==> src/rtl/sha_msg_schedule_if.sv <==
// sha_msg_schedule_if: bus between the SHA-256 schedule feeder and its controller.
// The stall member and its modport entries exist only when SHA_SCHED_STALL_EN is defined.
interface sha_msg_schedule_if;
  logic         start;
  logic [511:0] block_in;
  logic         ready;
  logic         round_en;
  logic [31:0]  w_i;
  logic [31:0]  k_i;
  logic [5:0]   round_idx;
  logic         done;
`ifdef SHA_SCHED_STALL_EN
  logic         stall;

  modport master (
    output start, block_in, stall,
    input  ready, round_en, w_i, k_i, round_idx, done
  );

  modport slave (
    input  start, block_in, stall,
    output ready, round_en, w_i, k_i, round_idx, done
  );
`else
  modport master (
    output start, block_in,
    input  ready, round_en, w_i, k_i, round_idx, done
  );

  modport slave (
    input  start, block_in,
    output ready, round_en, w_i, k_i, round_idx, done
  );
`endif
endinterface

==> src/rtl/sha_msg_schedule.sv <==
// sha_msg_schedule: expands one 512-bit padded block into the SHA-256 schedule
// W[0..ROUNDS-1] and streams W[t]/K[t] one round per clock.
// Optional macro SHA_SCHED_STALL_EN adds bus.stall, which freezes the current round.
//
// state | meaning
// ------+-----------------------------------------------------------
// IDLE  | ready=1, waiting for start; block loaded on the accepting edge
// RUN   | one round per (non-stalled) cycle, round_en=1
// DONE  | one-cycle done pulse, then back to IDLE
module sha_msg_schedule #(
  parameter int ROUNDS = 64
) (
  input  logic                 clk,
  input  logic                 n_rst,
  sha_msg_schedule_if.slave    bus
);

  typedef enum logic [1:0] {
    S_IDLE = 2'd0,
    S_RUN  = 2'd1,
    S_DONE = 2'd2
  } state_t;

  localparam logic [5:0] LAST_T = 6'(ROUNDS - 1);

  localparam logic [31:0] K_ROM [64] = '{
    32'h428a2f98, 32'h71374491, 32'hb5c0fbcf, 32'he9b5dba5,
    32'h3956c25b, 32'h59f111f1, 32'h923f82a4, 32'hab1c5ed5,
    32'hd807aa98, 32'h12835b01, 32'h243185be, 32'h550c7dc3,
    32'h72be5d74, 32'h80deb1fe, 32'h9bdc06a7, 32'hc19bf174,
    32'he49b69c1, 32'hefbe4786, 32'h0fc19dc6, 32'h240ca1cc,
    32'h2de92c6f, 32'h4a7484aa, 32'h5cb0a9dc, 32'h76f988da,
    32'h983e5152, 32'ha831c66d, 32'hb00327c8, 32'hbf597fc7,
    32'hc6e00bf3, 32'hd5a79147, 32'h06ca6351, 32'h14292967,
    32'h27b70a85, 32'h2e1b2138, 32'h4d2c6dfc, 32'h53380d13,
    32'h650a7354, 32'h766a0abb, 32'h81c2c92e, 32'h92722c85,
    32'ha2bfe8a1, 32'ha81a664b, 32'hc24b8b70, 32'hc76c51a3,
    32'hd192e819, 32'hd6990624, 32'hf40e3585, 32'h106aa070,
    32'h19a4c116, 32'h1e376c08, 32'h2748774c, 32'h34b0bcb5,
    32'h391c0cb3, 32'h4ed8aa4a, 32'h5b9cca4f, 32'h682e6ff3,
    32'h748f82ee, 32'h78a5636f, 32'h84c87814, 32'h8cc70208,
    32'h90befffa, 32'ha4506ceb, 32'hbef9a3f7, 32'hc67178f2
  };

  function automatic logic [31:0] sig0(input logic [31:0] x);
    return {x[6:0], x[31:7]} ^ {x[17:0], x[31:18]} ^ (x >> 3);
  endfunction

  function automatic logic [31:0] sig1(input logic [31:0] x);
    return {x[16:0], x[31:17]} ^ {x[18:0], x[31:19]} ^ (x >> 10);
  endfunction

  state_t      state_q, state_d;
  logic [5:0]  cnt_q, cnt_d;
  logic [31:0] win_q [16];
  logic [31:0] win_d [16];
  logic        advance;
  logic        in_run;

`ifdef SHA_SCHED_STALL_EN
  assign advance = ~bus.stall;
`else
  assign advance = 1'b1;
`endif

  assign in_run = (state_q == S_RUN);

  // Register state, round counter and the sliding 16-word window.
  always_ff @(posedge clk) begin
    if (!n_rst) begin
      state_q <= S_IDLE;
      cnt_q   <= 6'd0;
      for (int i = 0; i < 16; i++) begin
        win_q[i] <= 32'd0;
      end
    end else begin
      state_q <= state_d;
      cnt_q   <= cnt_d;
      for (int i = 0; i < 16; i++) begin
        win_q[i] <= win_d[i];
      end
    end
  end

  // Next state: load on start, shift/expand each advancing round, leave after the last one.
  always_comb begin
    state_d = state_q;
    cnt_d   = cnt_q;
    for (int i = 0; i < 16; i++) begin
      win_d[i] = win_q[i];
    end

    case (state_q)
      S_IDLE: begin
        if (bus.start) begin
          state_d = S_RUN;
          cnt_d   = 6'd0;
          for (int i = 0; i < 16; i++) begin
            win_d[i] = bus.block_in[511 - 32*i -: 32];
          end
        end
      end

      S_RUN: begin
        if (advance) begin
          for (int i = 0; i < 15; i++) begin
            win_d[i] = win_q[i+1];
          end
          // window[14]=W[t+14], [9]=W[t+9], [1]=W[t+1], [0]=W[t] -> W[t+16]
          win_d[15] = sig1(win_q[14]) + win_q[9] + sig0(win_q[1]) + win_q[0];
          if (cnt_q == LAST_T) begin
            state_d = S_DONE;
            cnt_d   = 6'd0;
          end else begin
            cnt_d = cnt_q + 6'd1;
          end
        end
      end

      S_DONE: begin
        state_d = S_IDLE;
      end

      default: begin
        state_d = S_IDLE;
        cnt_d   = 6'd0;
      end
    endcase
  end

  // Outputs are decoded from registers only; W/K are zeroed outside RUN.
  always_comb begin
    bus.ready     = (state_q == S_IDLE);
    bus.done      = (state_q == S_DONE);
    bus.round_en  = in_run & advance;
    bus.round_idx = cnt_q;
    bus.w_i       = in_run ? win_q[0] : 32'd0;
    bus.k_i       = in_run ? K_ROM[cnt_q] : 32'd0;
  end

endmodule

==> src/flat_wrapper.sv <==
// flat-port wrapper written by rule: the top's interface ports become plain ports
module sha_msg_schedule_flat 
#(
  parameter int ROUNDS = 64
)
  (clk, n_rst, bus_start, bus_block_in, bus_ready, bus_round_en, bus_w_i, bus_k_i, bus_round_idx, bus_done);
  sha_msg_schedule_if bus_i ();
  input  logic clk;
  input  logic n_rst;
  input wire logic [$bits(bus_i.start)-1:0] bus_start;
  input wire logic [$bits(bus_i.block_in)-1:0] bus_block_in;
  output wire logic [$bits(bus_i.ready)-1:0] bus_ready;
  output wire logic [$bits(bus_i.round_en)-1:0] bus_round_en;
  output wire logic [$bits(bus_i.w_i)-1:0] bus_w_i;
  output wire logic [$bits(bus_i.k_i)-1:0] bus_k_i;
  output wire logic [$bits(bus_i.round_idx)-1:0] bus_round_idx;
  output wire logic [$bits(bus_i.done)-1:0] bus_done;
  assign bus_i.start = bus_start;
  assign bus_i.block_in = bus_block_in;
  assign bus_ready = bus_i.ready;
  assign bus_round_en = bus_i.round_en;
  assign bus_w_i = bus_i.w_i;
  assign bus_k_i = bus_i.k_i;
  assign bus_round_idx = bus_i.round_idx;
  assign bus_done = bus_i.done;
  sha_msg_schedule #(.ROUNDS(ROUNDS)) u_core (.clk(clk), .n_rst(n_rst), .bus(bus_i));
endmodule
==> config.mk <==
export PLATFORM = sky130hd
export DESIGN_NAME = sha_msg_schedule_flat
export DESIGN_NICKNAME = d
export VERILOG_FILES = /design/src/rtl/sha_msg_schedule_if.sv /design/src/rtl/sha_msg_schedule.sv /design/src/flat_wrapper.sv
export SDC_FILE = /design/constraint.sdc
export NUM_CORES = 1
export LEC_CHECK = 0
export ABC_AREA = 0
export BUFFER_PORTS_ARGS = -buffer_cell sky130_fd_sc_hd__clkbuf_2
export CORE_ASPECT_RATIO = 1.4
export CORE_MARGIN = 3
export CORE_UTILIZATION = 30
export DETAILED_ROUTE_END_ITERATION = 16
export PLACE_DENSITY = 0.48
export SETUP_SLACK_MARGIN = 0.5
export SYNTH_ARGS = -nofsm -noshare
export SYNTH_HDL_FRONTEND = slang
export SYNTH_SLANG_ARGS = --single-unit
==> constraint.sdc <==
create_clock -name clk -period 3.96 [get_ports clk]
set_input_delay 0.198 -clock clk [delete_from_list [all_inputs] [get_ports clk]]
set_output_delay 0.198 -clock clk [all_outputs]
set_load 0.02 [all_outputs]
==> flow_summary.ini <==
[drt]
vias = 35200
drc = 0
highest_layer = met4
wl_per_cell_um = 24.0
drtAntennaViolNets = 0
drtIter0Drc = 3428
wl_met3_mm = 9.20
viasPerCell = 5.32
first_pass_iters = 6
drt-total-wl_mm = 159
met1_length_mm = 65.9
wl_met2_mm = 73.8

[synth]
synth_edf_count = 0
synth_commonest_cells = o21ai_0, nand2_1, a21oi_1, nor2_1, dfxtp_1
synth_top_area_share_pct = 33.7
ys_types = 72
yosys.area.top_type = dfxtp_1
syn-cell-area_mm2 = 0.0309
avgSynthCellArea_um2 = 6.92
synth_flop_cell = dfxtp_1
synthArstFlopShare_pct = 0
syn_inst = 4468
yosysWarnings = 0
synth.area.top_cells = dfxtp_1, o21ai_0, a21oi_1
ys_ff_latch = 520
ys_seq_area_share_pct = 33.7
synth_most_common_cell = o21ai_0
syn_nets = 5098

[finish]
postLayoutCoreUtil_pct = 41.4
fillCellCount = 10700
ff_latch_area_mm2 = 0.0105
multi_input_area_mm2 = 0.0193
nets = 5872
synthToLayoutAreaGrowth_pct = 36.2
drive_gt1_share_pct = 19.7

[hold_path]
hp-class = in -> reg

[sta]
min_period_ns = 3.91
fmaxAchievable_mhz = 255
slew_viol_final = 0
clock_skew_ns = 0.0855
slew_headroom_pct = 27.5
hold_slack_ns = 0.0136
final_hold_viol_count = 0
setup_viol = 0
finalCritPeriodShare_pct = 98.8
grt_setup_unrepaired = yes
tightest_slew_ns = 1.08
fin_tns_setup_ns = 0

[setup_path]
cp.required_ns = 4.43
cp-end-kind = flip-flop
crit_type = reg -> reg
critical_path_arrival_ns = 4.38
slowest_delay_ns = 0.55
critPathMaxFanout = 3
slowest_stage = fa_1
path_delay_family = adder cells
start_kind = flip-flop
crit_chain = xnor2_2 -> xnor2_1 -> buf_4 -> fa_1 -> fa_1 -> ha_2 -> fa_2 -> a21o_1 -> a221o_1 -> a2bb2oi_4 -> a31o_1 -> a311oi_2 -> xnor2_1 -> a21oi_1
path_buf_inv = 1

[clocking]
cts.path.max_buffers = 3
cts.sinks = 520
tritoncts = built
clk_latency_ns = 0.68
path_clk_slew_ns = 0.06
cts_root_buf = clkbuf_16
cts_made_buffers = 56
cts_max_level = 2

[placed_design]
hpwl_mm = 115
port-buffer-count = 587
gp_congestion = 0.933

[power]
pwr_density_cell_mw_per_mm2 = 570
ir_worst_vdd_mv = 0.445
p_leak_nw = 18.0

[global_routing]
grt-ovfl-total = 0
grt_max_degree = 196
grt_use_total_pct = 28.4
grt_pass1_vias = 35200
grt_pass1_wl_mm = 231
antenna_found_initial = 7

[run_status]
status = complete, no violations

[floorplan]
start_util_pct = 30.4
rows = 138
io_pins = 588
die_area_mm2 = 0.107
die_y_um = 386
die_x_um = 277
core_mm2 = 0.102

[job]
cap_violations = 0
-- layout by cell type, fill, tap and decap left out, types with 31 or more instances in the layout --
master,instances
a211oi_1,42
dlygate4sd3_1,344
dfxtp_1,486
xnor2_1,87
nor2_1,546
o21ai_0,985
xnor2_2,31
clkbuf_16,57
fa_1,61
ha_1,33
inv_1,135
buf_4,168
and3_1,39
nand2_1,586
a21oi_1,559
clkbuf_2,585
nand3_1,43
-- power by group --
group	internal, mW	switching (mW)	total, mW
clock	3.15	2.41	5.56
sequential	5.91	0.537	6.45
combinational	5.32	6.69	12.0
-- through the flow --
stage	worst slack [ns]	std cells	power [mW]	area, µm²
after floorplan	0.361	4468	12.5	31000
after global routing	-0.0798	6617	25.4	42100
final	0.0459	6622	24.0	42100
after detailed placement	-0.0206	6149	16.4	35700
after CTS	0.0720	6600	23.2	41500
after global placement	-0.0485	6149	16.5	35700
-- routing by layer --
layer  vias to the layer above  GRT usage (%)
met5                         -              0
met4                         0           15.8
met3                       307           3.90
met2                      1466           46.8
met1                     16600           35.6
li1                      16900              -
-- path summary, 6_finish.rpt --
kind	startpoint	end	slack, ns	cells past startpoint
min reg2reg	u_core.win_q[0][482]$_SDFFE_PN0P_	u_core.win_q[0][482]$_SDFFE_PN0P_	0.50	1
min	bus_block_in[497]	u_core.win_q[0][17]$_SDFFE_PN0P_	0.01	5
max reg2reg	u_core.win_q[0][40]$_SDFFE_PN0P_	u_core.win_q[0][499]$_SDFFE_PN0P_	0.05	14
max	u_core.win_q[0][40]$_SDFFE_PN0P_	u_core.win_q[0][499]$_SDFFE_PN0P_	0.05	14
-- state kept, by name, indices dropped and copies added (netlist names) --
signal	cells
u_core.win_q	512
u_core.state_q	2
u_core.bus.round_idx	6
-- logic make-up after synthesis --
| family | count (synthesis) | share of synthesized area (%) |
|---|---|---|
| XOR/XNOR | 145 | 4.11 |
| adder cells (fa/ha/maj) | 115 | 6.16 |
| AND/OR/NAND/NOR | 1301 | 16.9 |
| multiplexers | 16 | 0.582 |
| buffers and inverters | 562 | 6.85 |
| AO/OA/AOI/OAI | 1809 | 31.8 |
| flip-flops | 520 | 33.7 |
-- layout make-up --
type                       count  area share, %
multi-input combinational   3386           45.7
sequential                   520           24.9
timing repair buffer        1133           19.5
tap                         1330           3.95
clock buffer                  78           3.78
inverter                     145           1.33
clock inverter                21          0.757
antenna                        9         0.0535
-- worst min-delay path, cell delays in order --
cell and delay (ns):
clkbuf_2 0.08, nor2_1 0.08, nand2_1 0.07, o21ai_0 0.07, a21oi_1 0.06
-- timing repair --
action                     CTS  global route
pin swaps                   48            42
hold buffers               344             0
gates resized for setup     83            93
hold endpoints to repair   344             0
buffers inserted             8            13
setup endpoints to repair   34            38
Note: power is estimated with default switching activity, not from simulation.
